File: config.mk
export PLATFORM = sky130hd
export DESIGN_NAME = stream_in_matrix_ping_pong
export DESIGN_NICKNAME = d
export VERILOG_FILES = /design/src/rtl/matrix_stream_pkg.sv /design/src/rtl/matrix_bank.sv /design/src/rtl/stream_in_matrix_ping_pong.sv
export SDC_FILE = /design/constraint.sdc
export NUM_CORES = 1
export LEC_CHECK = 0
export ABC_AREA = 1
export CAP_MARGIN = 20
export CORE_MARGIN = 10
export CORE_UTILIZATION = 44
export CTS_CLUSTER_DIAMETER = 200
export DETAILED_ROUTE_END_ITERATION = 10
export PLACE_DENSITY = 0.74
export SLEW_MARGIN = 20
export SYNTH_ARGS = -nofsm -noshare
export SYNTH_HDL_FRONTEND = slang
export SYNTH_SLANG_ARGS = --single-unit
File: constraint.sdc
create_clock -name clk -period 7.2 [get_ports clk]
set_input_delay 1.44 -clock clk [delete_from_list [all_inputs] [get_ports clk]]
set_output_delay 1.44 -clock clk [all_outputs]
set_load 0.01 [all_outputs]
File: src/rtl/matrix_stream_pkg.sv
// Shared helpers for the matrix stream blocks: element counts, index widths and
// linear-index to row/column decoding.
package matrix_stream_pkg;

   typedef struct packed {
      int unsigned row;
      int unsigned col;
   } rc_t;

   function automatic int unsigned elements(input int unsigned r, input int unsigned c);
      return r * c;
   endfunction

   // Counter width for n states, never narrower than one bit.
   function automatic int unsigned idx_w(input int unsigned n);
      return (n > 1) ? $clog2(n) : 1;
   endfunction

   function automatic rc_t idx_to_rc(input int unsigned idx, input int unsigned c);
      rc_t rc;
      rc.row = idx / c;
      rc.col = idx % c;
      return rc;
   endfunction

endpackage

File: src/rtl/matrix_bank.sv
// R x C element register array: single-element write port, full parallel read.
module matrix_bank
   import matrix_stream_pkg::*;
#(
   parameter int unsigned BITS = 8,
   parameter int unsigned R    = 3,
   parameter int unsigned C    = 3
) (
   input  logic                   clk,
   input  logic                   rst_n,
   input  logic                   we,
   input  logic [idx_w(R)-1:0]    row,
   input  logic [idx_w(C)-1:0]    col,
   input  logic [BITS-1:0]        data,
   output logic [BITS-1:0]        q [R][C]
);

   always_ff @(posedge clk or negedge rst_n) begin
      if (!rst_n) begin
         for (int r = 0; r < int'(R); r++) begin
            for (int c = 0; c < int'(C); c++) begin
               q[r][c] <= '0;
            end
         end
      end else if (we) begin
         q[row][col] <= data;
      end
   end

endmodule

File: src/rtl/stream_in_matrix_ping_pong.sv
// Collects a row-major element stream into whole R x C matrices; one bank fills while
// the other holds a complete matrix for the consumer.
module stream_in_matrix_ping_pong
   import matrix_stream_pkg::*;
#(
   parameter int unsigned BITS = 8,
   parameter int unsigned R    = 3,
   parameter int unsigned C    = 3
) (
   input  logic            clk,
   input  logic            rst_n,
   input  logic            in_valid,
   output logic            in_ready,
   input  logic            in_sof,
   input  logic [BITS-1:0] in_data,
   output logic            out_valid,
   input  logic            out_ready,
   output logic [BITS-1:0] m [R][C],
   output logic            sof_drop
);

   localparam int unsigned ELEMENTS = elements(R, C);
   localparam int unsigned IDX_W    = idx_w(ELEMENTS);
   localparam int unsigned ROW_W    = idx_w(R);
   localparam int unsigned COL_W    = idx_w(C);
   localparam logic [IDX_W-1:0] LAST_IDX = IDX_W'(ELEMENTS - 1);

   logic [IDX_W-1:0] idx_q, idx_d, wr_idx;
   logic             wr_bank_q, wr_bank_d;
   logic             rd_bank_q, rd_bank_d;
   logic [1:0]       full_q, full_d;
   logic             sof_drop_q, sof_drop_d;
   logic             accept, rel, last;
   rc_t              rc;
   logic [ROW_W-1:0] wr_row;
   logic [COL_W-1:0] wr_col;
   logic [BITS-1:0]  bank_q [2][R][C];

   always_comb begin
      in_ready   = !full_q[wr_bank_q];
      accept     = in_valid & in_ready;
      out_valid  = full_q[rd_bank_q];
      rel        = out_valid & out_ready;
      // A start-of-matrix element always lands at [0][0], abandoning any partial fill.
      wr_idx     = in_sof ? '0 : idx_q;
      last       = (wr_idx == LAST_IDX);
      rc         = idx_to_rc(32'(wr_idx), C);
      wr_row     = ROW_W'(rc.row);
      wr_col     = COL_W'(rc.col);

      idx_d      = idx_q;
      wr_bank_d  = wr_bank_q;
      rd_bank_d  = rd_bank_q;
      full_d     = full_q;
      sof_drop_d = 1'b0;

      if (rel) begin
         full_d[rd_bank_q] = 1'b0;
         rd_bank_d         = !rd_bank_q;
      end
      if (accept) begin
         idx_d      = last ? '0 : wr_idx + 1'b1;
         sof_drop_d = in_sof && (idx_q != '0);
         if (last) begin
            full_d[wr_bank_q] = 1'b1;
            wr_bank_d         = !wr_bank_q;
         end
      end
   end

   always_ff @(posedge clk or negedge rst_n) begin
      if (!rst_n) begin
         idx_q      <= '0;
         wr_bank_q  <= 1'b0;
         rd_bank_q  <= 1'b0;
         full_q     <= '0;
         sof_drop_q <= 1'b0;
      end else begin
         idx_q      <= idx_d;
         wr_bank_q  <= wr_bank_d;
         rd_bank_q  <= rd_bank_d;
         full_q     <= full_d;
         sof_drop_q <= sof_drop_d;
      end
   end

   for (genvar b = 0; b < 2; b++) begin : g_bank
      matrix_bank #(
         .BITS (BITS),
         .R    (R),
         .C    (C)
      ) u_bank (
         .clk   (clk),
         .rst_n (rst_n),
         .we    (accept && (wr_bank_q == 1'(b))),
         .row   (wr_row),
         .col   (wr_col),
         .data  (in_data),
         .q     (bank_q[b])
      );
   end

   always_comb begin
      for (int r = 0; r < int'(R); r++) begin
         for (int c = 0; c < int'(C); c++) begin
            m[r][c] = bank_q[rd_bank_q][r][c];
         end
      end
   end

   assign sof_drop = sof_drop_q;

endmodule

## Yosys cells after proc, flatten, opt, wreduce, memory -nomap -nowiden

Cells that the tools add are included.

- Output and inout bits: 75
- Word-level logic and storage cells: 80
- Input port bits: 13
- Flip-flop bits (word level): 153

- Multiplexer cells: 23
- Divide/modulo/power cells: 2
- Reductions and logical operators: 12
- Bitwise gates (word level): 9
- Add/subtract/negate cells: 1
- Magnitude comparators: 9
- Equality and inequality tests: 1

Operators with widths:

| cell | number |
|---|---|
| 2-to-1 mux 72 bit | 3 |
| bitwise mux 72 bit | 2 |
| demux 24 bit (select 2 bit) | 1 |
| divider 4 x 2 -> 32 bit (second input constant) | 1 |
| remainder unit 4 x 2 -> 32 bit (second input constant) | 1 |
| 2-to-1 mux 24 bit | 1 |
| demux 8 bit (select 2 bit) | 1 |
| 2-to-1 mux 4 bit | 2 |
| 2-to-1 mux 8 bit | 1 |
| logical AND 1 bit | 7 |
| 2-to-1 mux 1 bit | 7 |
| greater-or-equal comparator 3 bit (second input constant) | 2 |
| less-than comparator 3 x 1 -> 1 bit (second input constant) | 2 |
| 2-to-1 mux 2 bit | 3 |
| inverter 2 -> 3 bit | 2 |
| adder 4 x 1 -> 4 bit (second input constant) | 1 |
| == test 4 bit (second input constant) | 1 |
| less-than comparator 1 x 2 -> 1 bit (second input constant) | 2 |
| nonzero test 4 bit | 1 |
| zero test 1 bit | 3 |
| AND 1 bit | 2 |
| AND 2 bit | 1 |
| demux 1 bit (select 1 bit) | 2 |
| greater-or-equal comparator 1 bit (second input constant) | 2 |
| other kinds (6) | 6 |

## Depth between registers and ports, before layout

Gate-level depths: netlist of run 1.

- Depth after elaboration: 10
- Gate-level depth with buffers: 23

## Cells and area by module

From an unflattened synthesis of run 1, not the netlist that was laid out.

- Cells, all modules: 1052
- Area total of the unflattened synthesis: 8067.7 um^2

Modules (own cells, without submodules):

| module | cells each | area an instance (um^2) | instances |
|---|---|---|---|
| matrix_bank | 364 | 3235.6 | 2 |
| stream_in_matrix_ping_pong | 324 | 1596.5 | 1 |

## Least setup slack after synthesis of run 1

Ideal clock, no wire load.

- Path kind: input-to-reg
- From: input port in_sof
- To: register g_bank[1].u_bank.q[40] (netlist name)
- Slack: 3.387 ns
- Arrival: 3.748 ns
- Cell stages on the path: 19
- Library setup time: 0.065 ns
- Cells stage by stage: nor2_1 inv_2 ha_1 nand2_2 nand2_4 nand2_1 nand2_1 ha_1 inv_1 nand2_2 inv_2 nand2_8 nand2_2 nand2_8 nor2_4 buf_6 buf_4 nand4_1 nand2_1

- Cells in the longest elaborated chain, start to end: 10
- Elaborated cells on any way between the ends: 16
- Those cells by class: div (2); order compare (4); mux (6); bitwise (2); reduce/logical (2)

Ends and longest elaborated chain:

| element | RTL line | RTL |
|---|---|---|
| from (decl) | stream_in_matrix_ping_pong.sv:14 | `input logic in_sof,` |
| 2-to-1 mux 4 bit (*) | stream_in_matrix_ping_pong.sv:45 | `wr_idx = in_sof ? '0 : idx_q;` |
| remainder unit 4 x 2 -> 32 bit | matrix_stream_pkg.sv:22 | `rc.col = idx % c;` |
| inverter 2 -> 3 bit (not written as such) | matrix_bank.sv:26 | `q[row][col] <= data;` |
| greater-or-equal comparator 3 bit (not written as such) or less-than comparator 3 x 1 -> 1 bit (tied branches) | matrix_bank.sv:26 |  |
| logical AND 1 bit (not written as such) | matrix_bank.sv:26 |  |
| 2-to-1 mux 8 bit (not written as such) | matrix_bank.sv:26 |  |
| demux 8 bit (select 2 bit) | matrix_bank.sv:26 |  |
| 2-to-1 mux 24 bit (not written as such) | matrix_bank.sv:26 |  |
| demux 24 bit (select 2 bit) (*) | matrix_bank.sv:26 |  |
| bitwise mux 72 bit (*) | matrix_bank.sv:26 |  |
| to (signal, indexed assignment) | matrix_bank.sv:26 |  |
| to (decl) | matrix_bank.sv:15 | `output logic [BITS-1:0] q [R][C]` |

Every way passes the cells marked *; elsewhere a longest branch is shown, timed or not.
A chain may end at the register's enable or synchronous reset.

## Worst setup path in the final report of run 1

- From: input port in_sof
- To: register g_bank[1].u_bank.q[55] (netlist name)

Same word-level chain as after synthesis.

==> run_results.csv, run 1 <==
group,metric,value,unit
run_status,outcome,"completed",
clocking,cts_sinks,153,
worst_setup_path,r2r_end,"g_bank[1].u_bank.q[55]",
worst_setup_path,reg2reg_depth,18,
pwr,p_clk_share,23.4,%
sta,setup_violations,0,
pwr,power.total,4.08,mW
die,fp-row-count,49,
sta,fin_hold_ws,0.478,ns
die,design.die.area,24600,sq um
die,die_x,157,microns
sta,fin_tns_setup,0,ns
sta,hold_violations,0,
worst_setup_path,critPathBufInv,4,
worst_setup_path,criticalPathCategory,"in -> reg",
clocking,postCtsHoldBufs,0,
hold_path,holdCritStartpoint,"g_bank[1].u_bank.q[0]",
die,die_h,157,microns
layout,diodes,0,
worst_setup_path,crit_path_max_fanout,48,
layout,instances_no_fill,1274,
yosys,synth-seq-cells,153,
global_route,track_usage,18.7,%
layout,final_core_util,52.5,%
sta,fin_ws,2.11,ns
yosys,synthCells,999,
routing,drc,0,
clocking,cts_max_level,4,
pwr,irDropWorstVdd,0.217,mV
pwr,p_sw_share,42.1,%
worst_setup_path,r2r_slack,3.21,ns
sta,relSlewSlack,24.8,%
worst_setup_path,reg2reg_from,"idx_q[0]",
worst_setup_path,end_kind,"flop",
layout,syn_to_final_growth,16.1,%
yosys,synth_compound_area_share,0.821,%
routing,drtAntennaViolNets,0,
pwr,p_comb_share,44.3,%
yosys,seq_area_frac_synth,46.5,%
yosys,yosys.area_share.xor_xnor,0.319,%
pwr,cellPowerDensity,426,nW/um^2
worst_setup_path,crit_slowest_cell,"nor2_4",
sta,worst_slew_pin_slew,1.12,ns
die,ios,88,
layout,finalNetCount,1052,
placed_design,dpl_cell_area,8880,sq um
clocking,root_buffer,"clkbuf_16",
yosys,yosys.area_share.simple,43.5,%
global_route,overflow,0,
hold_path,min_path_type,"reg -> reg",
layout,seq_area,3830,sq um
worst_setup_path,path_cells,"clkdlybuf4s50_1 -> nor2_1 -> inv_2 -> ha_1 -> nand2_2 -> nand2_4 -> nand2_1 -> nand2_1 -> ha_1 -> inv_1 -> nand2_2 -> inv_2 -> nand2_8 -> nand2_1 -> nand2_2 -> nor2_4 -> nand4_1 -> nand2_1",
yosys,yosysTopAreaCellShare,46.5,%
routing,avgRoutedWirePerCell,17.8,microns
yosys,synth_top_family_by_area,"simple AND/OR/NAND/NOR gates",
routing,num_vias,7085,
clocking,cts_tree,"built",
routing,finalWirelength,22600,microns
placed_design,placed_cells,1240,
layout,fin_area,9560,sq um
yosys,synthesis.area,8230,sq um
layout,fillCellCount,1673,
placed_design,portBuffers,87,
placed_design,gp_congestion,0.826,
clocking,post_cts_buffers,0,
layout,multi_input_area,3760,sq um
clocking,ctsLongestPathBuffers,2,
yosys,yosysTopAreaCell,"dfrtp_1",
yosys,synthesis.nets,1019,
pwr,pwr-share-seq,32.3,%
routing,drt-initial-drc-count,772,
pwr,power.switching,1.72,mW
die,core_region_area,18200,sq um
layout,drive_gt1_share,8.80,%
clocking,clkLatencyLatePin,0.43,ns
clocking,cts_buffers,17,
pwr,p_leak,4.90,nW
worst_setup_path,worst_path_largest_cell_delay,0.97,ns
clocking,cts_resized,0,
worst_setup_path,critPathRequiredTime,7.56,ns
die,start_util,45.2,%
sta,final.min_clock_period,5.09,ns
sta,min_period_over_period,70.7,%
global_route,grt_pass1_wl,37100,microns
global_route,grt_antenna_before_repair,0,
placed_design,place_hpwl,13300,microns
global_route,grt_pass1_vias,6902,
routing,first_pass_iters,5,
yosys,synth_warnings,0,
global_route,grt_max_degree,90,
sta,fmax,0.196,GHz
yosys,synth_area_per_cell,8.24,sq um
worst_setup_path,crit_path_start_kind,"primary input",
yosys,synthTopCellsByArea,"dfrtp_1, nand2_1, nand4_1, nand4_4, buf_6",
routing,viasPerCell,5.56,
yosys,synth.mux.area_fraction,0,%
sta,rsz0062_at_grt,"false",
sta,slew_violations,0,
sta,skew,0.00588,ns
hold_path,min_path_cells,2,
pwr,p_int,2.36,mW
placed_design,place_ws,1.74,ns
worst_setup_path,critPathTopFamily,"simple AND/OR/NAND/NOR gates",
yosys,synthAdderAreaFrac,1.06,%
yosys,synth_cell_types,33,
worst_setup_path,crit_path_frequent_cell,"nand2_1",
hold_path,min_to,"g_bank[1].u_bank.q[0]",
run,cap_violations,0,
worst_setup_path,cp_data_arrival_time,5.46,ns
clocking,cts.clk_slew.worst_paths,0.06,ns
==> cells by family (layout without fill, tap and decap cells) <==
logic type,Yosys count,after routing
AND/OR/NAND/NOR,722,722
flip-flops,153,153
buffers and inverters,102,148
AO/OA/AOI/OAI,12,12
adder cells (fa/ha/maj),7,7
XOR/XNOR,3,3
==> metal layers <==
layer | part of all wire (%) | track usage (%) | vias to the layer above | wire, microns
li1 | - | - | 3365 | -
met1 | 44 | 24.8 | 3435 | 9940
met2 | 47 | 29.7 | 253 | 10700
met3 | 7.0 | 3.45 | 32 | 1580
met4 | 2.0 | 6.88 | 0 | 458
met5 | 0 | 0 | - | 0
==> cell usage after synthesis <==
cell type and number:
a21oi_1 1, buf_1 1, buf_12 2, buf_2 26
buf_4 7, buf_6 20, buf_8 1, clkbuf_1 23
dfrtp_1 153, ha_1 7, inv_1 15, inv_2 6
inv_4 1, nand2_1 522, nand2_2 7, nand2_4 5
nand2_8 3, nand3_1 4, nand3_2 2, nand4_1 146
nand4_2 3, nand4_4 15, nor2_1 4, nor2_2 1
nor2_4 3, nor2_8 4, nor3_1 1, nor3b_1 1
nor4_1 1, o21ai_0 7, o21ai_2 1, o22ai_1 3
xor2_1 3
==> power by group through the flow <==
stage / Clock (mW) / Sequential [mW] / Combinational [mW]
2_1_floorplan: 0 / 1.29 / 1.31
3_3_place_gp: 0 / 1.31 / 1.72
3_5_place_dp: 0 / 1.32 / 1.75
4_1_cts: 0.963 / 1.31 / 1.76
5_1_grt: 1.00 / 1.35 / 1.98
6_report: 0.955 / 1.32 / 1.81
==> layout by cell type (no fill, tap or decap), types with 4 or more instances in the layout <==
cell and n:
inv_2 7, nor2_8 4, dfrtp_1 152, inv_1 14, nand4_4 15, o21ai_0 7, clkbuf_16 17, nand2_4 5
bufinv_16 4, nor2_1 4, nand2_1 522, clkinv_4 6, buf_4 5, nand3_1 4, nand2_2 7, nand4_1 146
ha_1 7, clkdlybuf4s50_1 86
==> layout make-up <==
cell class,count,share of cell area (%)
sequential,153,40.1
inverter,22,0.890
multi-input combinational,744,39.4
clock inverter,14,2.09
clock buffer,18,4.49
timing repair buffer,94,10.1
tap,229,3.00
==> worst max path at each step <==
stage | startpoint | to | slack (ns) | cells after the start
final | in_sof | g_bank[1].u_bank.q[55] | 2.11 | 18
after global routing | in_sof | g_bank[0].u_bank.q[24] | 1.82 | 22
after CTS | in_sof | g_bank[1].u_bank.q[55] | 2.13 | 18
after detailed placement | in_sof | g_bank[0].u_bank.q[24] | 1.74 | 18
after global placement | in_sof | g_bank[0].u_bank.q[51] | 1.81 | 18
after floorplan | in_sof | g_bank[1].u_bank.q[40] | 3.39 | 19
==> state kept, by name, summed over array words and instances (netlist names) <==
signal           flops
g_bank.u_bank.q    144
rd_bank_q            1
sof_drop             1
wr_bank_q            1
full_q               2
idx_q                4
==> worst register-to-register path, stage by stage (launching register included) <==
cell     delay (ns)
dfrtp_1        0.38
inv_1          0.06
nor2_1         0.37
inv_2          0.14
ha_1           0.25
nand2_2        0.11
nand2_4        0.11
nand2_1        0.08
nand2_1        0.08
ha_1           0.18
inv_1          0.06
nand2_2        0.11
inv_2          0.15
nand2_8        0.09
nand2_1        0.08
nand2_2        0.35
nor2_4         0.98
nand4_1        0.22
nand2_1        0.13
(Power assumes the default switching activity.)
==> inputs of run 2 (changes only) <==
==> constraint.sdc (replaced) <==
create_clock -name clk -period 5 [get_ports clk]
set_input_delay 1 -clock clk [delete_from_list [all_inputs] [get_ports clk]]
set_output_delay 1 -clock clk [all_outputs]
set_load 0.01 [all_outputs]
==> run 2 against run 1 <==
  * Combinational power is 45% higher
  * Sequential power is 44% higher
  * Power is 45% higher
==> run_results.csv, run 2 (synthesis gave the netlist of run 1 again) <==
group,metric,value,unit
placed_design,place_hpwl,13500,microns
pwr,pwr-share-seq,32.1,%
clocking,cts.clk_slew.worst_paths,0.06,ns
die,ios,88,
die,die_x,157,microns
sta,relSlewSlack,23.8,%
clocking,cts_tree,"built",
worst_setup_path,r2r_slack,1.53,ns
pwr,power.switching,2.47,mW
layout,final_cell_mix,"nand2_1, dfrtp_1, nand4_1",
pwr,p_clk_share,23.6,%
layout,diodes,0,
die,core_region_area,18200,sq um
hold_path,min_path_cells,2,
layout,finalNetCount,1060,
pwr,p_comb_share,44.3,%
sta,rsz0062_at_grt,"false",
layout,largest_reg_flops,144,
die,fp-row-count,49,
worst_setup_path,crit_path_frequent_cell,"nand2_1",
hold_path,min_path_type,"reg -> reg",
sta,fin_tns_setup,0,ns
hold_path,holdCritStartpoint,"g_bank[0].u_bank.q[10]",
layout,syn_to_final_growth,16.7,%
worst_setup_path,end_kind,"flop",
layout,drive_gt1_share,9.41,%
clocking,cts_resized,0,
worst_setup_path,cp-startpoint,"in_sof",
pwr,p_int,3.45,mW
layout,instances_no_fill,1281,
global_route,grt_max_degree,82,
global_route,track_usage,18.9,%
pwr,cellPowerDensity,617,nW/um^2
die,design.die.area,24600,sq um
global_route,grt_antenna_before_repair,0,
routing,first_pass_iters,5,
clocking,ctsLongestPathBuffers,2,
clocking,clkLatencyLatePin,0.43,ns
layout,fillCellCount,1653,
worst_setup_path,crit_path_start_kind,"primary input",
worst_setup_path,worst_path_largest_cell_delay,0.54,ns
routing,finalWirelength,22900,microns
routing,num_vias,7187,
global_route,overflow,0,
worst_setup_path,reg2reg_depth,20,
sta,worst_slew_pin_slew,1.14,ns
clocking,cts_buffers,17,
pwr,p_leak,4.94,nW
worst_setup_path,crit_path_max_fanout,32,
clocking,post_cts_buffers,0,
sta,setup_violations,0,
layout,top_regs,"g_bank.u_bank.q: 144 flops, idx_q: 4 flops, full_q: 2 flops",
placed_design,placed_cells,1250,
sta,min_period_over_period,82.7,%
worst_setup_path,crit_slowest_cell,"clkdlybuf4s50_1",
run,cap_violations,0,
routing,drt-initial-drc-count,722,
hold_path,min_to,"g_bank[0].u_bank.q[10]",
sta,slew_violations,0,
sta,final.min_clock_period,4.13,ns
layout,largest-register,"g_bank.u_bank.q",
worst_setup_path,r2r_end,"g_bank[0].u_bank.q[13]",
clocking,postCtsHoldBufs,0,
worst_setup_path,critPathRequiredTime,5.36,ns
die,start_util,45.2,%
worst_setup_path,criticalPathCategory,"in -> reg",
worst_setup_path,reg2reg_from,"idx_q[1]",
placed_design,gp_congestion,0.876,
pwr,p_sw_share,41.8,%
clocking,cts_sinks,153,
placed_design,portBuffers,87,
die,die_h,157,microns
routing,drtAntennaViolNets,0,
clocking,root_buffer,"clkbuf_16",
global_route,grt_pass1_vias,7009,
sta,fmax,0.242,GHz
routing,drc,0,
layout,layout.cells.most_common,"nand2_1",
sta,skew,0.00898,ns
sta,hold_violations,0,
routing,viasPerCell,5.61,
clocking,cts_max_level,4,
worst_setup_path,path_cells,"clkdlybuf4s50_1 -> inv_2 -> nand2_2 -> nor2_2 -> ha_1 -> ha_1 -> inv_1 -> nand2_1 -> inv_2 -> nand2_4 -> nand2_1 -> nand2_1 -> ha_1 -> inv_1 -> nand2_2 -> inv_2 -> nand2_8 -> nand2_2 -> nand2_4 -> nor2_4 -> buf_12 -> nand4_1 -> nand2_1",
global_route,grt_pass1_wl,37500,microns
run_status,outcome,"completed",
routing,avgRoutedWirePerCell,17.9,microns
worst_setup_path,cp_data_arrival_time,4.50,ns
pwr,irDropWorstVdd,0.235,mV
## run 2: changes by cell type in the layout (fill, tap and decap cells not counted)
cell and delta:
buf_4 +8, clkinv_4 -4, clkinv_2 +3, buf_12 +2, buf_16 -2, bufinv_16 +1
clkinvlp_4 -1
## run 2: power by group through the flow
stage | combinational, mW | clock (mW) | sequential (mW)
3_3_place_gp | 2.58 | 0 | 1.90
2_1_floorplan | 1.89 | 0 | 1.85
5_1_grt | 2.88 | 1.47 | 1.95
4_1_cts | 2.63 | 1.41 | 1.90
3_5_place_dp | 2.62 | 0 | 1.90
6_report | 2.63 | 1.40 | 1.90
## run 2: per-stage QoR
stage / setup slack [ns] / hold WS, ns / utilization, % / total power, mW / area [sq um]
after global routing: 0.512 / 0.495 / 52.8 / 6.30 / 9610
after global placement: 0.532 / 0.463 / 49.3 / 4.47 / 8980
final: 0.866 / 0.478 / 52.8 / 5.92 / 9610
after detailed placement: 0.435 / 0.466 / 49.3 / 4.52 / 8980
after floorplan: 1.63 / 0.450 / - / 3.74 / 8230
after CTS: 0.870 / 0.482 / 52.8 / 5.93 / 9610
## run 2: critical path, delay by kind of cell
family                   cells  cell delay [ns]
adder cells (fa/ha/maj)      3             0.60
buffers and inverters        7             1.25
AND/OR/NAND/NOR             13             1.63
## run 2: layer usage
| metal | GRT usage, % | share of wire (%) | vias up |
|---|---|---|---|
| met2 | 29.8 | 48 | 273 |
| met3 | 4.08 | 7.1 | 33 |
| li1 | - | - | 3382 |
| met1 | 25.1 | 43 | 3499 |
| met4 | 6.70 | 1.9 | 0 |
| met5 | 0 | 0 | - |
## run 2: how the worst max path moves through the flow
stage	endpoint	slack (ns)	cells after the start
after floorplan	g_bank[1].u_bank.q[40]	1.63	19
after global placement	g_bank[1].u_bank.q[33]	0.53	23
after detailed placement	g_bank[0].u_bank.q[13]	0.43	23
after CTS	g_bank[0].u_bank.q[13]	0.87	23
after global routing	g_bank[0].u_bank.q[25]	0.51	23
final	g_bank[0].u_bank.q[13]	0.87	23
## run 2: final cells by class
| type | instances | area, sq um | share of cell area, % |
|---|---|---|---|
| repair buffers | 102 | 1010 | 10.5 |
| clock inverters | 13 | 203 | 2.11 |
| well taps | 229 | 287 | 2.98 |
| clock buffers | 18 | 429 | 4.47 |
| flip-flops and latches | 153 | 3830 | 39.9 |
| multi-input cells | 744 | 3760 | 39.2 |
| inverters | 22 | 85.1 | 0.886 |
==> inputs of run 3 (changes only) <==
==> constraint.sdc (replaced) <==
create_clock -name clk -period 4.1 [get_ports clk]
set_input_delay 0.82 -clock clk [delete_from_list [all_inputs] [get_ports clk]]
set_output_delay 0.82 -clock clk [all_outputs]
set_load 0.01 [all_outputs]
==> run 3 against run 2 <==
  * Worst hold slack lost 0.093 ns
  * Utilization increased by 0.78 points
  * Count of clock-buffer cells in the layout increased by 2
==> run_results.csv, run 3 (synthesis gave the netlist of run 1 again) <==
group,metric,value,unit
run_status,outcome,"completed",
layout,largest_reg_flops,144,
placed_design,dpl_cell_area,9110,sq um
worst_setup_path,crit_path_max_fanout,8,
sta,slew_violations,0,
routing,finalWirelength,22900,microns
sta,final.min_clock_period,3.56,ns
layout,fin_area,9750,sq um
routing,wl_met2,10900,microns
clocking,cts.clk_slew.worst_paths,0.06,ns
worst_setup_path,critPathBufInv,6,
routing,wl_met3,1720,microns
sta,fmax,0.281,GHz
die,start_util,45.2,%
clocking,root_buffer,"clkbuf_16",
placed_design,gp_congestion,0.864,
global_route,overflow,0,
worst_setup_path,cp.depth,22,
sta,fin_tns_setup,0,ns
pwr,irDropWorstVdd,0.414,mV
layout,finalNetCount,1071,
layout,drive_gt1_share,10.3,%
sta,relSlewSlack,24.8,%
hold_path,min_path_type,"in -> async",
routing,drc,0,
worst_setup_path,critPathTopFamily,"simple AND/OR/NAND/NOR gates",
run,cap_violations,0,
sta,setup_violations,0,
pwr,cellPowerDensity,753,nW/um^2
clocking,cts_buffers,17,
layout,diodes,0,
clocking,clkLatencyLatePin,0.43,ns
sta,rsz0062_at_grt,"false",
routing,drt-initial-drc-count,597,
die,ios,88,
worst_setup_path,path_cells,"clkdlybuf4s50_1 -> inv_2 -> nand2_2 -> nor2_2 -> ha_1 -> ha_1 -> inv_1 -> nand2_1 -> inv_2 -> nand2_4 -> nand2_1 -> nand2_1 -> ha_1 -> inv_1 -> nand2_2 -> a21oi_1 -> nand2_1 -> nand2_2 -> buf_12 -> nand4_4 -> nand2_1 -> nand2_1",
worst_setup_path,reg2reg_from,"idx_q[2]",
layout,layout.cells.most_common,"nand2_1",
layout,top_regs,"g_bank.u_bank.q: 144 flops, idx_q: 4 flops, full_q: 2 flops",
routing,first_pass_iters,5,
global_route,grt_pass1_wl,37500,microns
routing,avgRoutedWirePerCell,17.8,microns
worst_setup_path,critPathRequiredTime,4.41,ns
sta,worst_slew_pin_slew,1.12,ns
die,fp-row-count,49,
die,design.die.area,24600,sq um
clocking,post_cts_buffers,0,
routing,drtAntennaViolNets,0,
layout,final_cell_mix,"nand2_1, dfrtp_1, nand4_1",
worst_setup_path,criticalPathCategory,"in -> reg",
global_route,grt_antenna_before_repair,0,
worst_setup_path,worst_path_largest_cell_delay,0.53,ns
routing,viasPerCell,5.63,
clocking,cts_sinks,153,
placed_design,place_hpwl,13900,microns
die,core_region_area,18200,sq um
routing,met1_length,9900,microns
worst_setup_path,crit_path_frequent_cell,"nand2_1",
clocking,ctsLongestPathBuffers,2,
placed_design,portBuffers,87,
layout,largest-register,"g_bank.u_bank.q",
worst_setup_path,crit_path_start_kind,"primary input",
worst_setup_path,cp_data_arrival_time,3.88,ns
worst_setup_path,r2r_slack,1.12,ns
sta,skew,0.00982,ns
global_route,grt_max_degree,76,
clocking,postCtsHoldBufs,0,
worst_setup_path,end_kind,"flop",
sta,hold_violations,0,
clocking,cts_resized,0,
global_route,track_usage,18.9,%
die,die_x,157,microns
clocking,cts_tree,"built",
routing,top_layer,"met4",
sta,min_period_over_period,86.9,%
worst_setup_path,crit_slowest_cell,"clkdlybuf4s50_1",
pwr,p_leak,5.01,nW
layout,syn_to_final_growth,18.5,%
routing,num_vias,7268,
die,die_h,157,microns
layout,fillCellCount,1644,
clocking,cts_max_level,4,
global_route,grt_pass1_vias,6960,
worst_setup_path,r2r_end,"g_bank[1].u_bank.q[66]",
worst_setup_path,reg2reg_depth,20,
## run 3: power breakdown
group	leakage, nW	internal, mW	switching [mW]
clock	0.303	1.09	0.633
combinational	2.67	1.21	2.10
sequential	2.04	2.02	0.289
total	5.01	4.33	3.02
## run 3: worst max path at each step
stage / from / endpoint / slack (ns)
2_1_floorplan: in_sof / g_bank[1].u_bank.q[40] / 0.91
3_5_place_dp: in_sof / g_bank[0].u_bank.q[60] / 0.12
6_report: in_sof / g_bank[1].u_bank.q[66] / 0.54
4_1_cts: in_sof / g_bank[1].u_bank.q[66] / 0.54
3_3_place_gp: in_sof / g_bank[0].u_bank.q[20] / 0.20
5_1_grt: in_sof / g_bank[0].u_bank.q[21] / 0.29
## run 3: metal layers
layer	GRT usage, %	vias to the layer above
met5	0	-
met4	6.11	0
met3	3.70	35
met2	30.3	289
met1	25.2	3543
li1	-	3401
## run 3: final cells by class
cell class              count  area [sq um]  share of cell area (%)
flip-flops and latches    153          3830                    39.3
well taps                 229           287                    2.94
clock buffers              20           447                    4.58
clock inverters            11           195                    2.00
inverters                  22          85.1                   0.873
repair buffers            113          1140                    11.7
multi-input cells         744          3760                    38.6
## run 3: metrics by stage
| step | total power, mW | hold slack [ns] | cells | setup slack (ns) | utilization, % |
|---|---|---|---|---|---|
| 3_5_place_dp | 5.62 | 0.466 | 1261 | 0.120 | 50.0 |
| 3_3_place_gp | 5.58 | 0.462 | 1261 | 0.199 | 50.0 |
| 5_1_grt | 7.80 | 0.434 | 1292 | 0.286 | 53.5 |
| 4_1_cts | 7.37 | 0.416 | 1292 | 0.540 | 53.5 |
| 2_1_floorplan | 4.56 | 0.450 | 999 | 0.907 | - |
| 6_report | 7.35 | 0.385 | 1292 | 0.535 | 53.5 |
